File: config.mk
export PLATFORM = sky130hd
export DESIGN_NAME = if_id_stage
export DESIGN_NICKNAME = d
export VERILOG_FILES = /design/src/rtl/if_id_stage.sv
export SDC_FILE = /design/constraint.sdc
export NUM_CORES = 1
export LEC_CHECK = 0
export CORE_ASPECT_RATIO = 0.5
export CORE_MARGIN = 1.5
export CORE_UTILIZATION = 44
export DETAILED_ROUTE_END_ITERATION = 16
export GPL_ROUTABILITY_DRIVEN = 0
export PLACE_DENSITY = 0.81
export SETUP_SLACK_MARGIN = 0.05
export SYNTH_ARGS = -nofsm -noshare
export SYNTH_HDL_FRONTEND = slang
export SYNTH_SLANG_ARGS = --single-unit
File: constraint.sdc
create_clock -name clk -period 2.9 [get_ports clk]
set_clock_uncertainty 0.2 [all_clocks]
set_input_delay 0.725 -clock clk [delete_from_list [all_inputs] [get_ports clk]]
set_output_delay 0.725 -clock clk [all_outputs]
set_load 0.01 [all_outputs]
File: src/rtl/if_id_stage.sv
// ============================================================================
//  Module   : if_id_stage
//  Purpose  : PC register and IF/ID pipeline register with stall, flush and
//             branch redirect. Optional stall counter: IF_STALL_COUNTER_EN.
//  Revision : 1.0
// ============================================================================
`default_nettype none

module if_id_stage #(
    parameter logic [31:0] RESET_PC = 32'h0000_0000
) (
    input  logic        clk,
    input  logic        rst_n,
    input  logic [31:0] imem_rdata,
    input  logic        pc_write,
    input  logic        ifid_write,
    input  logic        branch_taken,
    input  logic [31:0] branch_target,
    output logic [31:0] imem_addr,
    output logic [31:0] ifid_instr,
    output logic [31:0] ifid_pc4,
    output logic        ifid_valid,
    output logic [7:0]  ifid_rs,
    output logic [7:0]  ifid_rt,
    output logic [15:0] stall_count
);

    localparam logic [31:0] c_pc_step = 32'd4;

    logic [31:0] pc_q, pc_d;
    logic [31:0] instr_q, instr_d;
    logic [31:0] pc4_q, pc4_d;
    logic        valid_q, valid_d;
    logic [31:0] pc_plus4;
    logic        unused_tgt_bits;

    assign pc_plus4        = pc_q + c_pc_step;
    assign unused_tgt_bits = ^branch_target[1:0];

    // Stall (ifid_write=0) wins over flush; pc_write=0 drops any redirect.
    always_comb begin
        pc_d    = pc_q;
        instr_d = instr_q;
        pc4_d   = pc4_q;
        valid_d = valid_q;
        if (pc_write) begin
            pc_d = branch_taken ? {branch_target[31:2], 2'b00} : pc_plus4;
        end
        if (ifid_write) begin
            if (branch_taken) begin
                instr_d = 32'h0000_0000;
                pc4_d   = 32'h0000_0000;
                valid_d = 1'b0;
            end else begin
                instr_d = imem_rdata;
                pc4_d   = pc_plus4;
                valid_d = 1'b1;
            end
        end
    end

    always_ff @(posedge clk or negedge rst_n) begin
        if (!rst_n) begin
            pc_q    <= RESET_PC;
            instr_q <= 32'h0000_0000;
            pc4_q   <= 32'h0000_0000;
            valid_q <= 1'b0;
        end else begin
            pc_q    <= pc_d;
            instr_q <= instr_d;
            pc4_q   <= pc4_d;
            valid_q <= valid_d;
        end
    end

    assign imem_addr  = pc_q;
    assign ifid_instr = instr_q;
    assign ifid_pc4   = pc4_q;
    assign ifid_valid = valid_q;
    assign ifid_rs    = valid_q ? {3'b000, instr_q[25:21]} : 8'h00;
    assign ifid_rt    = valid_q ? {3'b000, instr_q[20:16]} : 8'h00;

`ifdef IF_STALL_COUNTER_EN
    logic [15:0] stall_cnt_q, stall_cnt_d;

    always_comb begin
        stall_cnt_d = stall_cnt_q;
        if (!ifid_write && (stall_cnt_q != 16'hFFFF)) begin
            stall_cnt_d = stall_cnt_q + 16'd1;
        end
    end

    always_ff @(posedge clk or negedge rst_n) begin
        if (!rst_n) begin
            stall_cnt_q <= 16'h0000;
        end else begin
            stall_cnt_q <= stall_cnt_d;
        end
    end

    assign stall_count = stall_cnt_q;
`else
    assign stall_count = 16'h0000;
`endif

endmodule

`default_nettype wire

==> summary.txt, run 1 <==
Status
  • Status: complete, no violations

Routing
  • Via density: 5.38
  • ANT nets after route: 0
  • Routed WL: 13200 um
  • Initial DRC Count: between 300 and 400
  • Router iterations before antenna repair: 5
  • Total vias in the final route: around 4300
  • DRC: 0
  • WL/cell: roughly 16 um

Synthesis
  • Proportion of synthesized chip area in sequential cells: around 47%
  • Top FF cell, synth: dfrtp_1
  • Synth Instances: just over 500
  • Largest cells by area after synthesis: dfrtp_1, a31o_2, nor2b_1
  • Synth Cell Area: about 5000 um^2
  • Ys Warns: 0
  • Synthesis-stage register bit count: between 90 and 100
  • Syn avg cell area: 9.87 um^2
  • Asr flop ratio synth: 100%
  • Post-synth EDFFs: 0
  • Post-synth top area share: between 40% and 50%
  • Cell taking the most area after synthesis: dfrtp_1
  • Count of cell types in the netlist: between 40 and 50

Timing
  • Slew @ Worst Pin: 0.622 ns
  • Final WS setup: ~0.36 ns
  • RSZ-0062 raised after global routing: false
  • Max transition margin: about three fifths
  • Final setup TNS: 0 ns
  • Final Hold Vio Count: 0
  • Slew Viols, Final: 0
  • Finish-stage setup viols: 0
  • Hold slack: about 0.17 ns
  • Tmin final: roughly 2.5 ns
  • Final Cycle Share: approximately 90%
  • F_max: 0.393 GHz

Critical path
  • CP Launch Type: register
  • Max FO, Critical Path: 8
  • WS Path Type: register to register
  • CP Data Required Time: slightly below 3 ns
  • CP Capture Type: register
  • Worst EP arrival: between 2 and 3 ns

Clocking
  • Longest Clk Path Bufs: 2
  • Reg clk slew, reported paths: 0.06 ns
  • Cts bufs inserted: 9
  • Worst-skew pair later-pin latency: 0.33 ns
  • Number of clock sinks: 94
  • Cts hold-fix bufs: 0
  • Postcts setup bufs: 0
  • H-tree depth: 3
  • TritonCTS clock tree: built
  • Clock root buffer master: clkbuf_16
  • # resized after CTS: 0

Final layout
  • Commonest non-fill, non-tap cell in the layout: clkdlybuf4s50_1
  • ANT cells: 0
  • Register area: 2350 um^2
  • Area Growth Syn to Fin: 40.8%
  • Layout cells sized above 1: roughly 11%
  • Area of the multi-input gates: roughly 2300 um^2
  • Fill cells: slightly above 900
  • Leading cell types in the layout, fill and taps excluded: clkdlybuf4s50_1, dfrtp_1, nor2b_1, a31o_2
  • Layout Nets: between 700 and 800
  • Final Util: between 60 and 70%
  • Final non-filler cell total: between 800 and 900

Floorplan
  • Site Rows: 27
  • Core Box Area: 11000 um^2
  • Die area: around 12000 um^2
  • Die height: about 78 um
  • Initial Utilization: 45.2%
  • Top Ports: just under 200
  • Die W: about 150 um

Global routing
  • Largest net degree at the start of global routing: 48
  • Overall Global Routing Usage: between 20% and 30%
  • First-pass GRT wire length: about 21000 um
  • Vias in the first global route: between 4000 and 5000
  • Gr ovfl total: 0
  • Antenna violations before repair: 0

Power and ir drop
  • LEAKAGE: around 2.9 nW
  • VDD IR-drop max: 0.245 mV
  • Pwr Density: 539 nW/um^2

Placed design
  • Placed insts: roughly 800
  • DP Wirelength: 9310 um
  • Pre-CTS WS: 0.386 ns
  • PortBufs: 171

Flow run
  • Maxcap violations: 0

Hold path
  • Hold Crit Class: input pin to async pin
==> layout make-up <==
cell class                 count  area share, %
sequential                    94           33.6
multi-input combinational    360           33.3
clock inverter                 1         0.0715
clock buffer                  13           3.86
inverter                       8          0.429
timing repair buffer         184           26.2
tap                          145           2.59
==> kinds of logic (layout without fill, tap and decap cells) <==
group                    after synthesis  after routing  synth area share, %
adder cells (fa/ha/maj)                1              1                0.252
XOR/XNOR                              28             28                 4.93
multiplexers                          17             17                 3.52
AO/OA/AOI/OAI                        121            121                 17.1
buffers and inverters                 73            206                 7.62
other                                  1             24               0.0754
AND/OR/NAND/NOR                      169            169                 19.2
flip-flops                            94             94                 47.3
==> metrics by stage <==
| stage | area [um^2] | power [mW] |
|---|---|---|
| finish | 7000 | 3.78 |
| global placement | 6730 | 2.66 |
| global route | 7000 | 3.98 |
| CTS | 7000 | 3.81 |
| detailed placement | 6730 | 2.69 |
| floorplan | 5060 | 2.15 |
==> critical path: stages, from the launching register on <==
cell and delay, ns:
dfrtp_1 0.49, nand3_2 0.21, or4_4 0.61, or4_4 0.53, or3_1 0.36, nand3_1 0.08
==> worst paths after layout <==
check / startpoint / endpoint / slack [ns] / depth (start not counted)
worst max-delay path: imem_addr[7] / imem_addr[25] / 0.36 / 5
worst min-delay path: rst_n / ifid_pc4[26] / 0.17 / 1
worst max register to register: imem_addr[7] / imem_addr[25] / 0.36 / 5
worst min register to register: ifid_pc4[11] / ifid_pc4[11] / 0.28 / 1
max in group asynchronous: rst_n / imem_addr[9] / 1.67 / 2
min in group clk: ifid_pc4[11] / ifid_pc4[11] / 0.28 / 1
==> layer usage <==
layer / up-vias / global-route usage [%] / share of wire, %
met3: 17 / 4.64 / 6.2
met2: 166 / 35.5 / 48
met4: 0 / 5.63 / 1.3
met5: - / 0 / 0
met1: 2093 / 31.1 / 45
li1: 2052 / - / -
==> report_power, final <==
part           internal, mW  switching (mW)
logic                 0.575           0.429
clock network         0.641           0.469
registers              1.47           0.195
total                  2.68            1.09
==> Yosys cell counts (8+ instances only) <==
cell type and n:
dfrtp_1 94, nor2b_1 42, clkbuf_1 33, a31o_2 30, a21oi_1 29, nand2_1 29, buf_4 25, nand3_1 23
o22ai_1 20, o2bb2ai_1 18, nor2_1 17, xnor2_1 14, xor2_1 14, mux2i_1 13, and2_1 12, nor3_1 11
nand4_1 9, o21ai_0 8
==> sequential cells by signal, summed over array words and instances, names as in the netlist <==
| register | flops |
|---|---|
| ifid_valid | 1 |
| ifid_pc4 | 31 |
| imem_addr | 30 |
| ifid_instr | 32 |
Power figures use the tool's default switching activity.
==> inputs of run 2 (changes only) <==
MAX_ROUTING_LAYER = met4   (was unset)
==> summary.txt, run 2 (synthesis gave the netlist of run 1 again) <==
Critical path
  • CP Data Required Time: 2.97 ns (about the same)
  • Critical path depth: 5 (unchanged)
  • Crit path to: imem_addr[25]
  • Worst r2r src: imem_addr[7]
  • Crit-path max cell delay: 0.61 ns (about the same)
  • Max FO, Critical Path: 8 (unchanged)
  • Worst path slowest cell: or4_4
  • R2r setup slk: 0.36 ns (about the same)
  • FF-to-FF End: imem_addr[25]
  • Crit path top cell by count: or4_4
  • Worst EP arrival: 2.62 ns (about the same)
  • CP Launch Type: register
  • Cell family with most CP delay: simple AND/OR/NAND/NOR gates
  • Cells along the critical path: nand3_2 -> or4_4 -> or4_4 -> or3_1 -> nand3_1
  • CP Capture Type: register
  • WS Path Type: register to register
  • R2R cell count: 5 (unchanged)
  • Crit path buf inv count: 0 (unchanged)
  • CP Launch Point: imem_addr[7]

Global routing
  • Antenna violations before repair: 0 (unchanged)
  • Largest net degree at the start of global routing: 48 (unchanged)
  • Overall Global Routing Usage: 22.9% (+0.64 points)
  • First-pass GRT wire length: 21300 um (about the same)
  • Vias in the first global route: 4108 (+0.049%)
  • Gr ovfl total: 0 (unchanged)

Routing
  • WL/cell: 16.3 um (-0.32%)
  • Initial DRC Count: 333 (-5.7%)
  • Router iterations before antenna repair: 5 (unchanged)
  • DRC: 0 (unchanged)
  • Via density: 5.36 (-0.35%)
  • ANT nets after route: 0 (unchanged)
  • Routed WL: 13100 um (-0.32%)
  • Total vias in the final route: 4313 (-0.35%)

Power and ir drop
  • Combinational group share of total power: 26.6% (about the same)
  • Flop pwr share: 44.0% (about the same)
  • Pint: 2.68 mW (about the same)
  • VDD IR-drop max: 0.249 mV (+1.3%)
  • Switching Power: 1.10 mW (+0.32%)
  • Pwr Density: 540 nW/um^2 (about the same)
  • LEAKAGE: 2.91 nW (unchanged)
  • Sw Share: 29.0% (+0.066 points)
  • Clock Power Share: 29.5% (about the same)

Timing
  • Tmin final: 2.54 ns (+0.00128 ns)
  • F_max: 0.393 GHz (about the same)
  • Slew Viols, Final: 0 (unchanged)
  • Slew @ Worst Pin: 0.618 ns (-0.00397 ns)
  • RSZ-0062 raised after global routing: false
  • Final WS setup: 0.356 ns (-0.00128 ns)
  • Final setup TNS: 0 ns (unchanged)
  • Final Cycle Share: 87.7% (about the same)
  • Final Hold Vio Count: 0 (unchanged)
  • Finish-stage setup viols: 0 (unchanged)
  • Max transition margin: 58.5% (+0.27 points)

Placed design
  • PortBufs: 171 (unchanged)
  • Area post-placement: 6730 um^2 (unchanged)
  • Pre-CTS WS: 0.386 ns (unchanged)
  • DP Wirelength: 9310 um (unchanged)

Floorplan
  • Die W: 153 um (unchanged)
  • Core Box Area: 11000 um^2 (unchanged)
  • Die area: 12000 um^2 (unchanged)
  • Top Ports: 198 (unchanged)
  • Initial Utilization: 45.2% (unchanged)
  • Die height: 78.2 um (unchanged)
  • Site Rows: 27 (unchanged)

Clocking
  • TritonCTS clock tree: built
  • Worst-skew pair later-pin latency: 0.33 ns (about the same)
  • Cts bufs inserted: 9 (unchanged)
  • Reg clk slew, reported paths: 0.06 ns (about the same)
  • # resized after CTS: 0 (unchanged)
  • Clock root buffer master: clkbuf_16
  • Longest Clk Path Bufs: 2 (unchanged)
  • H-tree depth: 3 (unchanged)
  • Cts hold-fix bufs: 0 (unchanged)
  • Number of clock sinks: 94 (unchanged)
  • Postcts setup bufs: 0 (unchanged)

Final layout
  • ANT cells: 0 (unchanged)
  • Design Area, Final: 7000 um^2 (unchanged)
  • Layout cells sized above 1: 11.4% (unchanged)
  • Max reg flops: 32 (unchanged)
  • Leading cell types in the layout, fill and taps excluded: clkdlybuf4s50_1, dfrtp_1, nor2b_1, a31o_2
  • Final Util: 63.6% (unchanged)
  • Layout Nets: 727 (unchanged)
  • Area Growth Syn to Fin: 40.8% (unchanged)
  • Commonest non-fill, non-tap cell in the layout: clkdlybuf4s50_1

Hold path
  • Hold Crit Class: input pin to async pin

Status
  • Status: complete, no violations

Flow run
  • Maxcap violations: 0 (unchanged)
==> run 2: worst min path at each step <==
stage | cells after the start | endpoint | start
after floorplan | 0 | ifid_instr[0] | rst_n
after global placement | 1 | ifid_pc4[5] | ifid_pc4[5]
after detailed placement | 1 | ifid_pc4[22] | ifid_pc4[22]
after CTS | 1 | ifid_pc4[26] | rst_n
after global routing | 1 | ifid_pc4[26] | rst_n
final | 1 | ifid_pc4[26] | rst_n
==> run 2: metal layers <==
layer,global-route usage [%],wire [um],part of all wire (%)
met1,31.2,5920,45
met2,35.6,6230,48
met3,4.31,791,6.0
met4,5.63,176,1.3
met5,-,0,0
==> run 2: power groups by stage <==
stage          Sequential (mW)  Clock (mW)  Combinational [mW]
2_1_floorplan             1.70           0               0.453
3_3_place_gp              1.67           0               0.990
3_5_place_dp              1.68           0                1.01
4_1_cts                   1.66        1.14                1.01
5_1_grt                   1.69        1.19                1.09
6_report                  1.66        1.11                1.00
==> run 2: per-stage QoR <==
step	hold WS (ns)	std cells	total power, mW
3_3_place_gp	0.263	791	2.66
4_1_cts	0.185	805	3.81
2_1_floorplan	0.229	527	2.15
6_report	0.164	805	3.78
5_1_grt	0.199	805	3.98
3_5_place_dp	0.273	791	2.69
==> run 2: final cells by class <==
type                            count  area, um^2
Timing Repair Buffer              184        1830
Clock inverter                      1        5.00
Multi-Input combinational cell    360        2330
Inverter                            8        30.0
Clock buffer                       13         270
Sequential cell                    94        2350
Fill cell                         908        4010
Tap cell                          145         181
==> run 2: worst register-to-register path: cells and delay by family (launching register included) <==
kind             cells  cell delay (ns)
AND/OR/NAND/NOR      5             1.79
flip-flops           1             0.49
